===== config.mk =====
export PLATFORM = sky130hd
export DESIGN_NAME = fetch_unit
export DESIGN_NICKNAME = d
export VERILOG_FILES = /design/src/rtl/fetch_unit.sv
export SDC_FILE = /design/constraint.sdc
export NUM_CORES = 1
export LEC_CHECK = 0
export ABC_AREA = 1
export BUFFER_PORTS_ARGS = -buffer_cell sky130_fd_sc_hd__buf_4
export CAP_MARGIN = 20
export CORE_AREA = 2 2 115 117
export CTS_BUF_LIST = sky130_fd_sc_hd__clkbuf_2
export DETAILED_ROUTE_END_ITERATION = 12
export DIE_AREA = 0 0 117 119
export PLACE_DENSITY = 0.87
export SYNTH_ARGS = -nofsm -noshare
export SYNTH_HDL_FRONTEND = slang
export SYNTH_SLANG_ARGS = --single-unit

===== constraint.sdc =====
create_clock -name clk -period 6.05 [get_ports clk]
set_input_delay 1.21 -clock clk [delete_from_list [all_inputs] [get_ports clk]]
set_output_delay 1.21 -clock clk [all_outputs]
set_load 0.005 [all_outputs]

===== src/rtl/fetch_unit.sv =====
// Instruction fetch front end: owns the PC, issues credit-limited word reads,
// queues returned words for decode, and discards stale words after a redirect.
module fetch_unit #(
  parameter logic [31:0] RESET_PC    = 32'h0000_0000,
  parameter int          QUEUE_DEPTH = 2
) (
  input  logic        clk,
  input  logic        rst_n,
  input  logic        redirect,
  input  logic [31:0] redirect_pc,
  output logic        imem_req_valid,
  input  logic        imem_req_ready,
  output logic [31:0] imem_req_addr,
  input  logic        imem_rsp_valid,
  input  logic [31:0] imem_rsp_data,
  output logic        instr_valid,
  input  logic        instr_ready,
  output logic [31:0] instr,
  output logic [31:0] instr_pc
);

  localparam int CNT_W = $clog2(QUEUE_DEPTH + 1);
  localparam int SUM_W = CNT_W + 1;
  localparam int PTR_W = (QUEUE_DEPTH > 1) ? $clog2(QUEUE_DEPTH) : 1;
  localparam logic [SUM_W-1:0] DEPTH_SUM = SUM_W'(QUEUE_DEPTH);
  localparam logic [CNT_W-1:0] DEPTH_CNT = CNT_W'(QUEUE_DEPTH);
  localparam logic [PTR_W-1:0] LAST_PTR  = PTR_W'(QUEUE_DEPTH - 1);

  logic [31:0]      fetch_pc_reg, fetch_pc_next;
  logic [31:0]      out_pc_reg, out_pc_next;
  logic [CNT_W-1:0] outstanding_reg, outstanding_next;
  logic [CNT_W-1:0] occupancy_reg, occupancy_next;
  logic [CNT_W-1:0] discard_reg, discard_next;
  logic [PTR_W-1:0] wr_ptr_reg, wr_ptr_next;
  logic [PTR_W-1:0] rd_ptr_reg, rd_ptr_next;
  logic [31:0]      slot_reg [QUEUE_DEPTH];
  logic [QUEUE_DEPTH-1:0] slot_we;

  logic [31:0]      redirect_target;
  logic [SUM_W-1:0] credit_used;
  logic             req_fire;
  logic             rsp_keep;
  logic             pop;

  function automatic logic [PTR_W-1:0] ptr_inc(input logic [PTR_W-1:0] p);
    return (p == LAST_PTR) ? '0 : p + PTR_W'(1);
  endfunction

  assign redirect_target = {redirect_pc[31:2], 2'b00};

  // Stale in-flight words still hold a credit until they come back and are dropped.
  assign credit_used    = SUM_W'(outstanding_reg) + SUM_W'(occupancy_reg);
  assign imem_req_valid = rst_n && !redirect && (credit_used < DEPTH_SUM);
  assign imem_req_addr  = fetch_pc_reg;
  assign req_fire       = imem_req_valid && imem_req_ready;

  assign rsp_keep    = imem_rsp_valid && !redirect && (discard_reg == '0);
  assign instr_valid = (occupancy_reg != '0);
  assign pop         = instr_valid && instr_ready && !redirect;
  assign instr       = slot_reg[rd_ptr_reg];
  assign instr_pc    = out_pc_reg;

  for (genvar gi = 0; gi < QUEUE_DEPTH; gi++) begin : g_slot_we
    assign slot_we[gi] = rsp_keep && (wr_ptr_reg == PTR_W'(gi));
  end

  always_comb begin
    fetch_pc_next    = fetch_pc_reg;
    out_pc_next      = out_pc_reg;
    outstanding_next = outstanding_reg + CNT_W'(req_fire) - CNT_W'(imem_rsp_valid);
    occupancy_next   = occupancy_reg;
    discard_next     = discard_reg;
    wr_ptr_next      = wr_ptr_reg;
    rd_ptr_next      = rd_ptr_reg;
    if (redirect) begin
      // A response landing in this cycle is already retired, so it is not in the discard count.
      fetch_pc_next  = redirect_target;
      out_pc_next    = redirect_target;
      occupancy_next = '0;
      discard_next   = outstanding_next;
      wr_ptr_next    = '0;
      rd_ptr_next    = '0;
    end else begin
      if (req_fire) begin
        fetch_pc_next = fetch_pc_reg + 32'd4;
      end
      if (imem_rsp_valid && (discard_reg != '0)) begin
        discard_next = discard_reg - CNT_W'(1);
      end
      if (rsp_keep) begin
        wr_ptr_next = ptr_inc(wr_ptr_reg);
      end
      if (pop) begin
        rd_ptr_next = ptr_inc(rd_ptr_reg);
        out_pc_next = out_pc_reg + 32'd4;
      end
      occupancy_next = occupancy_reg + CNT_W'(rsp_keep) - CNT_W'(pop);
    end
  end

  always_ff @(posedge clk or negedge rst_n) begin
    if (!rst_n) begin
      fetch_pc_reg    <= RESET_PC;
      out_pc_reg      <= RESET_PC;
      outstanding_reg <= '0;
      occupancy_reg   <= '0;
      discard_reg     <= '0;
      wr_ptr_reg      <= '0;
      rd_ptr_reg      <= '0;
    end else begin
      fetch_pc_reg    <= fetch_pc_next;
      out_pc_reg      <= out_pc_next;
      outstanding_reg <= outstanding_next;
      occupancy_reg   <= occupancy_next;
      discard_reg     <= discard_next;
      wr_ptr_reg      <= wr_ptr_next;
      rd_ptr_reg      <= rd_ptr_next;
    end
  end

  always_ff @(posedge clk or negedge rst_n) begin
    if (!rst_n) begin
      for (int i = 0; i < QUEUE_DEPTH; i++) begin
        slot_reg[i] <= '0;
      end
    end else begin
      for (int i = 0; i < QUEUE_DEPTH; i++) begin
        if (slot_we[i]) begin
          slot_reg[i] <= imem_rsp_data;
        end
      end
    end
  end

  // Counter bounds hold by construction; a response with nothing outstanding is a memory bug.
  always_ff @(posedge clk) begin
    if (rst_n) begin
      assert (!(imem_rsp_valid && (outstanding_reg == '0)));
      assert (!(req_fire && !imem_rsp_valid && (outstanding_reg == DEPTH_CNT)));
      assert (!(rsp_keep && !pop && (occupancy_reg == DEPTH_CNT)));
      assert (discard_reg <= outstanding_reg);
    end
  end

endmodule


Yosys cells after proc, flatten, opt, wreduce, memory -nomap -nowiden

Cells that the tools add are included.

Add/sub/neg operators: 10
Shift operators: 0
Equality and inequality tests: 0
Magnitude comparators: 2
Reduce and logical (&&, ||, !) cells: 18
Divide/modulo/power cells: 0
Multipliers: 0
Bitwise operators: 2
Multiplexer cells: 16

Operators by type and width:

| cell                                                                          | number |
|---|---|
| 32-bit 2-to-1 mux                                                             | 7 |
| 32-bit by 3-bit adder with 32-bit output (second input constant)              | 2 |
| 2-bit nonzero test                                                            | 6 |
| 1-bit logical AND                                                             | 10 |
| 1-bit 2-to-1 mux                                                              | 6 |
| 2-bit 2-to-1 mux                                                              | 3 |
| 2-bit by 1-bit adder with 2-bit output                                        | 2 |
| 2-bit by 1-bit subtractor with 2-bit output                                   | 2 |
| 2-bit by 2-bit adder with 3-bit output                                        | 1 |
| 3-bit by 2-bit less-than comparator with 1-bit output (second input constant) | 1 |
| 1-bit adder (second input constant)                                           | 2 |
| 2-bit greater-or-equal comparator (second input constant)                     | 1 |
| 2-bit logical NOT                                                             | 1 |
| 1-bit NOT with 2-bit output                                                   | 1 |
| 2-bit by 1-bit subtractor with 2-bit output (second input constant)           | 1 |
| 1-bit logical NOT                                                             | 1 |
| 1-bit NOT                                                                     | 1 |

Memories: 0
Input bits: 70
ROM bits: 0
Output and inout bits: 98
Bits in latches: 0
Bits in writable memories: 0
Register bits after elaboration: 136

Depth between registers and ports, before layout

Depth in word-level cells: 7
Mapped depth: 16

Least setup slack after synthesis

Ideal clock, no wire load.

Kind: input to register
Start point: input port redirect
End point: register discard_reg[1]
Slack: 3170 ps
Required time: 5930 ps
Stages: 14
Library setup time: 120 ps
Arrival: 2761 ps
Buffers on the path: 2
Path through: buf_6 > inv_6 > nand3_2 > inv_2 > nand2_2 > buf_2 > ha_1 > inv_1 > ha_1 > xnor2_1 > xor2_1 > inv_1 > o21ai_0 > inv_1

Word-level cells in the longest chain between the ends: 7
Elaborated cells on any way between the ends: 8

Ends and longest elaborated chain:

| element                                     | RTL line | RTL |
|---|---|---|
| start, declared                             | 9        | `input logic redirect,` |
| 1-bit logical NOT                           | 53       | `assign imem_req_valid = rst_n && !redirect && (credit_used < DEPTH_SUM);` |
| 1-bit logical AND (2 in series)             | 53       |  |
| named net imem_req_valid                    | 11       | `output logic imem_req_valid,` |
| 1-bit logical AND                           | 55       | `assign req_fire = imem_req_valid && imem_req_ready;` |
| 2-bit by 1-bit adder with 2-bit output      | 70       | `outstanding_next = outstanding_reg + CNT_W'(req_fire) - CNT_W'(imem_rsp_valid);` |
| 2-bit by 1-bit subtractor with 2-bit output | 70       |  |
| named net outstanding_next[1]               | 31       | `logic [CNT_W-1:0] outstanding_reg, outstanding_next;` |
| 2-bit 2-to-1 mux                            | 75       | `if (redirect) begin` |
| end signal, assigned                        | 115      | `discard_reg <= discard_next;` |
| end, declared                               | 33       | `logic [CNT_W-1:0] discard_reg, discard_next;` |

The timed path passes the listed nets, and every way through them passes these cells.
A chain may end at the register's enable or synchronous reset.

Final worst setup path

Start point: register occupancy_reg[0]
End point: output port imem_req_valid

Word-level cells in the longest chain between the ends: 3

Ends and longest elaborated chain:

| element                                               | RTL line | RTL |
|---|---|---|
| start, declared                                       | 32       | `logic [CNT_W-1:0] occupancy_reg, occupancy_next;` |
| start signal, assigned                                | 114      | `occupancy_reg <= occupancy_next;` |
| 2-bit by 2-bit adder with 3-bit output                | 52       | `assign credit_used = SUM_W'(outstanding_reg) + SUM_W'(occupancy_reg);` |
| 3-bit by 2-bit less-than comparator with 1-bit output | 53       |  |
| 1-bit logical AND                                     | 53       |  |
| end, declared                                         | 11       |  |

No other way between the ends.

==> impl_metrics.tcl <==
set metrics [dict create \
    design_area_sq_mm 0.00913 \
    status "complete, no violations" \
    required_ns 4.84 \
    register_area_sq_mm 0.00330 \
    initial_utilization_pct 59.0 \
    antenna_left 0 \
    slew_viol_final 0 \
    ys_top_cells_by_count "373 x nand2_1, 132 x dfrtp_1, 114 x inv_1" \
    period_minus_slack_ns 3.37 \
    vias_per_cell 5.45 \
    rsz0062_at_grt "false" \
    vias 7459 \
    postCtsResizedCells 0 \
    tightest_slew_ns 0.845 \
    vdd_ir_drop_max_mv 0.166 \
    holdBufCountCts 0 \
    drc 0 \
    drive_above_1_share_pct 22.1 \
    dpl-instance-area_sq_mm 0.00883 \
    synth_largest_area_cell "dfrtp_1" \
    wl_mm 21.1 \
    area_delta_synth_final_pct 20.2 \
    cts_root_buffer "clkbuf_2" \
    yosysMostFrequentCell "nand2_1" \
    clk_path_buf_depth 2 \
    grt_max_degree 69 \
    relSlewSlack_pct 43.7 \
    largest_reg_flops 64 \
    syn_area_sq_mm 0.00760 \
    r2r_slack_ns 3.22 \
    p_total_mw 2.98 \
    fillers 1065 \
    hpwl_mm 15.1 \
    track_usage_pct 31.0 \
    cp_max_fo 4 \
    synth-edff-count 0 \
    reg2reg_from "occupancy_reg[0]" \
    finalCritPeriodShare_pct 55.7 \
    rr_endpoint "discard_reg[1]" \
    fmaxAchievable_ghz 0.297 \
    die_height_um 119 \
    cts_setup_buffers 0 \
    skew_ns 0.0280 \
    power.density_mw_per_mm2 326 \
    hold_class "input port to async pin" \
    clk_pin_slew_ns 0.19 \
    place_congestion 0.947 \
    synth_warnings 0 \
    multi_input_area_sq_mm 0.00360 \
    cp-endpoint "imem_req_valid" \
    dr.pass1.iters 5 \
    antenna_found_initial 1 \
    yosys_most_used_dff "dfrtp_1" \
    worstSetupPathType "flip-flop to primary output" \
    yosys_register_bits 132 \
    netlist_top_cells_area "dfrtp_1 43%, nand2_1 18%, inv_1 5.6%, o21ai_0 4.1%, nand3_1 4.0%" \
    cp_data_arrival_time_ns 2.16 \
    cts.sinks 132 \
    async_flop_share_pct 100 \
    grt_pass1_wl_mm 33.6 \
    overflow 0 \
    ctsHtreeMaxLevel 4 \
    timing.hold.ws_ns 0.268 \
    fin_util_pct 70.9 \
    hold_viol 0 \
    nNetsFinal 1257 \
    io_pins 168 \
    crit_path_start_kind "flip-flop" \
    fp-row-count 42 \
    setup_viol 0 \
    p_leak_nw 4.71 \
    design.core.area_sq_mm 0.0129 \
    grt_pass1_vias 6899 \
    avgSynthCellArea_sq_um 7.38 \
    dieArea_sq_mm 0.0139 \
    synth_top_cell_area_share_pct 43.5 \
    initialDrtViolationCount 762 \
    fin_setup_tns_ns 0 \
    startpoint "occupancy_reg[0]" \
    port_buffers 161 \
    r2r_cells 15 \
    clk-insertion-delay-late_ns 0.72 \
    maxCapViolCount 0 \
    syn_inst 1029 \
    cts_tree "built" \
    end_kind "primary output" \
    wl_per_cell_um 15.4 \
    cts_made_buffers 17 \
    ys_types 42 \
    fp.dieW_um 117 \
    ys_seq_area_share_pct 43.5 \
]
==> worst max-delay path: stages (launching register included) <==
cell and delay, ns:
dfrtp_1 0.48, nand2_1 0.08, inv_1 0.05, fa_1 0.43
nor2_1 0.17, nand3_2 0.08, inv_2 0.07, buf_4 0.10
==> where the power goes <==
group / internal [mW] / total, mW / switching [mW]
Sequential: 1.11 / 1.32 / 0.206
Clock: 0.275 / 0.617 / 0.342
Combinational: 0.495 / 1.04 / 0.548
Total: 1.88 / 2.98 / 1.10
==> through the flow <==
stage | worst slack, ns | std cells
2_1_floorplan | 3.17 | 1032
3_3_place_gp | 2.45 | 1335
3_5_place_dp | 2.39 | 1335
4_1_cts | 2.66 | 1367
5_1_grt | 2.56 | 1369
6_report | 2.68 | 1369
==> area by class of cell <==
type / instances / area share, %
clock buffer: 19 / 1.04
sequential: 132 / 36.2
antenna: 1 / 0.0274
multi-input combinational: 739 / 39.4
inverter: 122 / 5.07
tap: 176 / 2.41
timing repair buffer: 167 / 13.9
clock inverter: 13 / 1.97
==> cell families after synthesis <==
family | synth area share [%]
other cells | 0.0494
fa+ha+maj | 1.42
simple gates | 31.8
flops | 43.5
xor+xnor | 2.31
mux | 0.148
compound gates | 11.5
buf+inv | 9.31
==> layer usage <==
metal | track usage [%] | vias to the layer above | wire, um
li1 | - | 3553 | -
met1 | 43.5 | 3487 | 8750
met2 | 48.6 | 371 | 10000
met3 | 6.31 | 48 | 1790
met4 | 9.41 | 0 | 501
met5 | 0 | - | 0
==> worst min path at each step <==
stage	startpoint	end	slack [ns]	cells after the start
detailed placement	slot_reg[51]	slot_reg[51]	0.47	2
floorplan	slot_reg[30]	slot_reg[30]	0.45	2
finish	rst_n	imem_req_addr[8]	0.27	1
global route	rst_n	imem_req_addr[8]	0.24	1
global placement	slot_reg[44]	slot_reg[44]	0.46	2
CTS	rst_n	imem_req_addr[8]	0.25	1
==> placed cells by master (no fill, tap or decap), drive strengths merged, types with 9 or more instances in the layout <==
master / netlist / layout
inv: 120 / 122
xor2: 16 / 16
dfrtp: 132 / 132
buf: 21 / 167
nand3: 66 / 66
o21bai: 9 / 9
o21ai: 96 / 96
clkbuf: 18 / 19
nand2: 385 / 385
nor2: 80 / 80
nand4: 13 / 13
a21oi: 15 / 15
o211ai: 13 / 13
nor3: 9 / 9
Power figures use the tool's default switching activity.
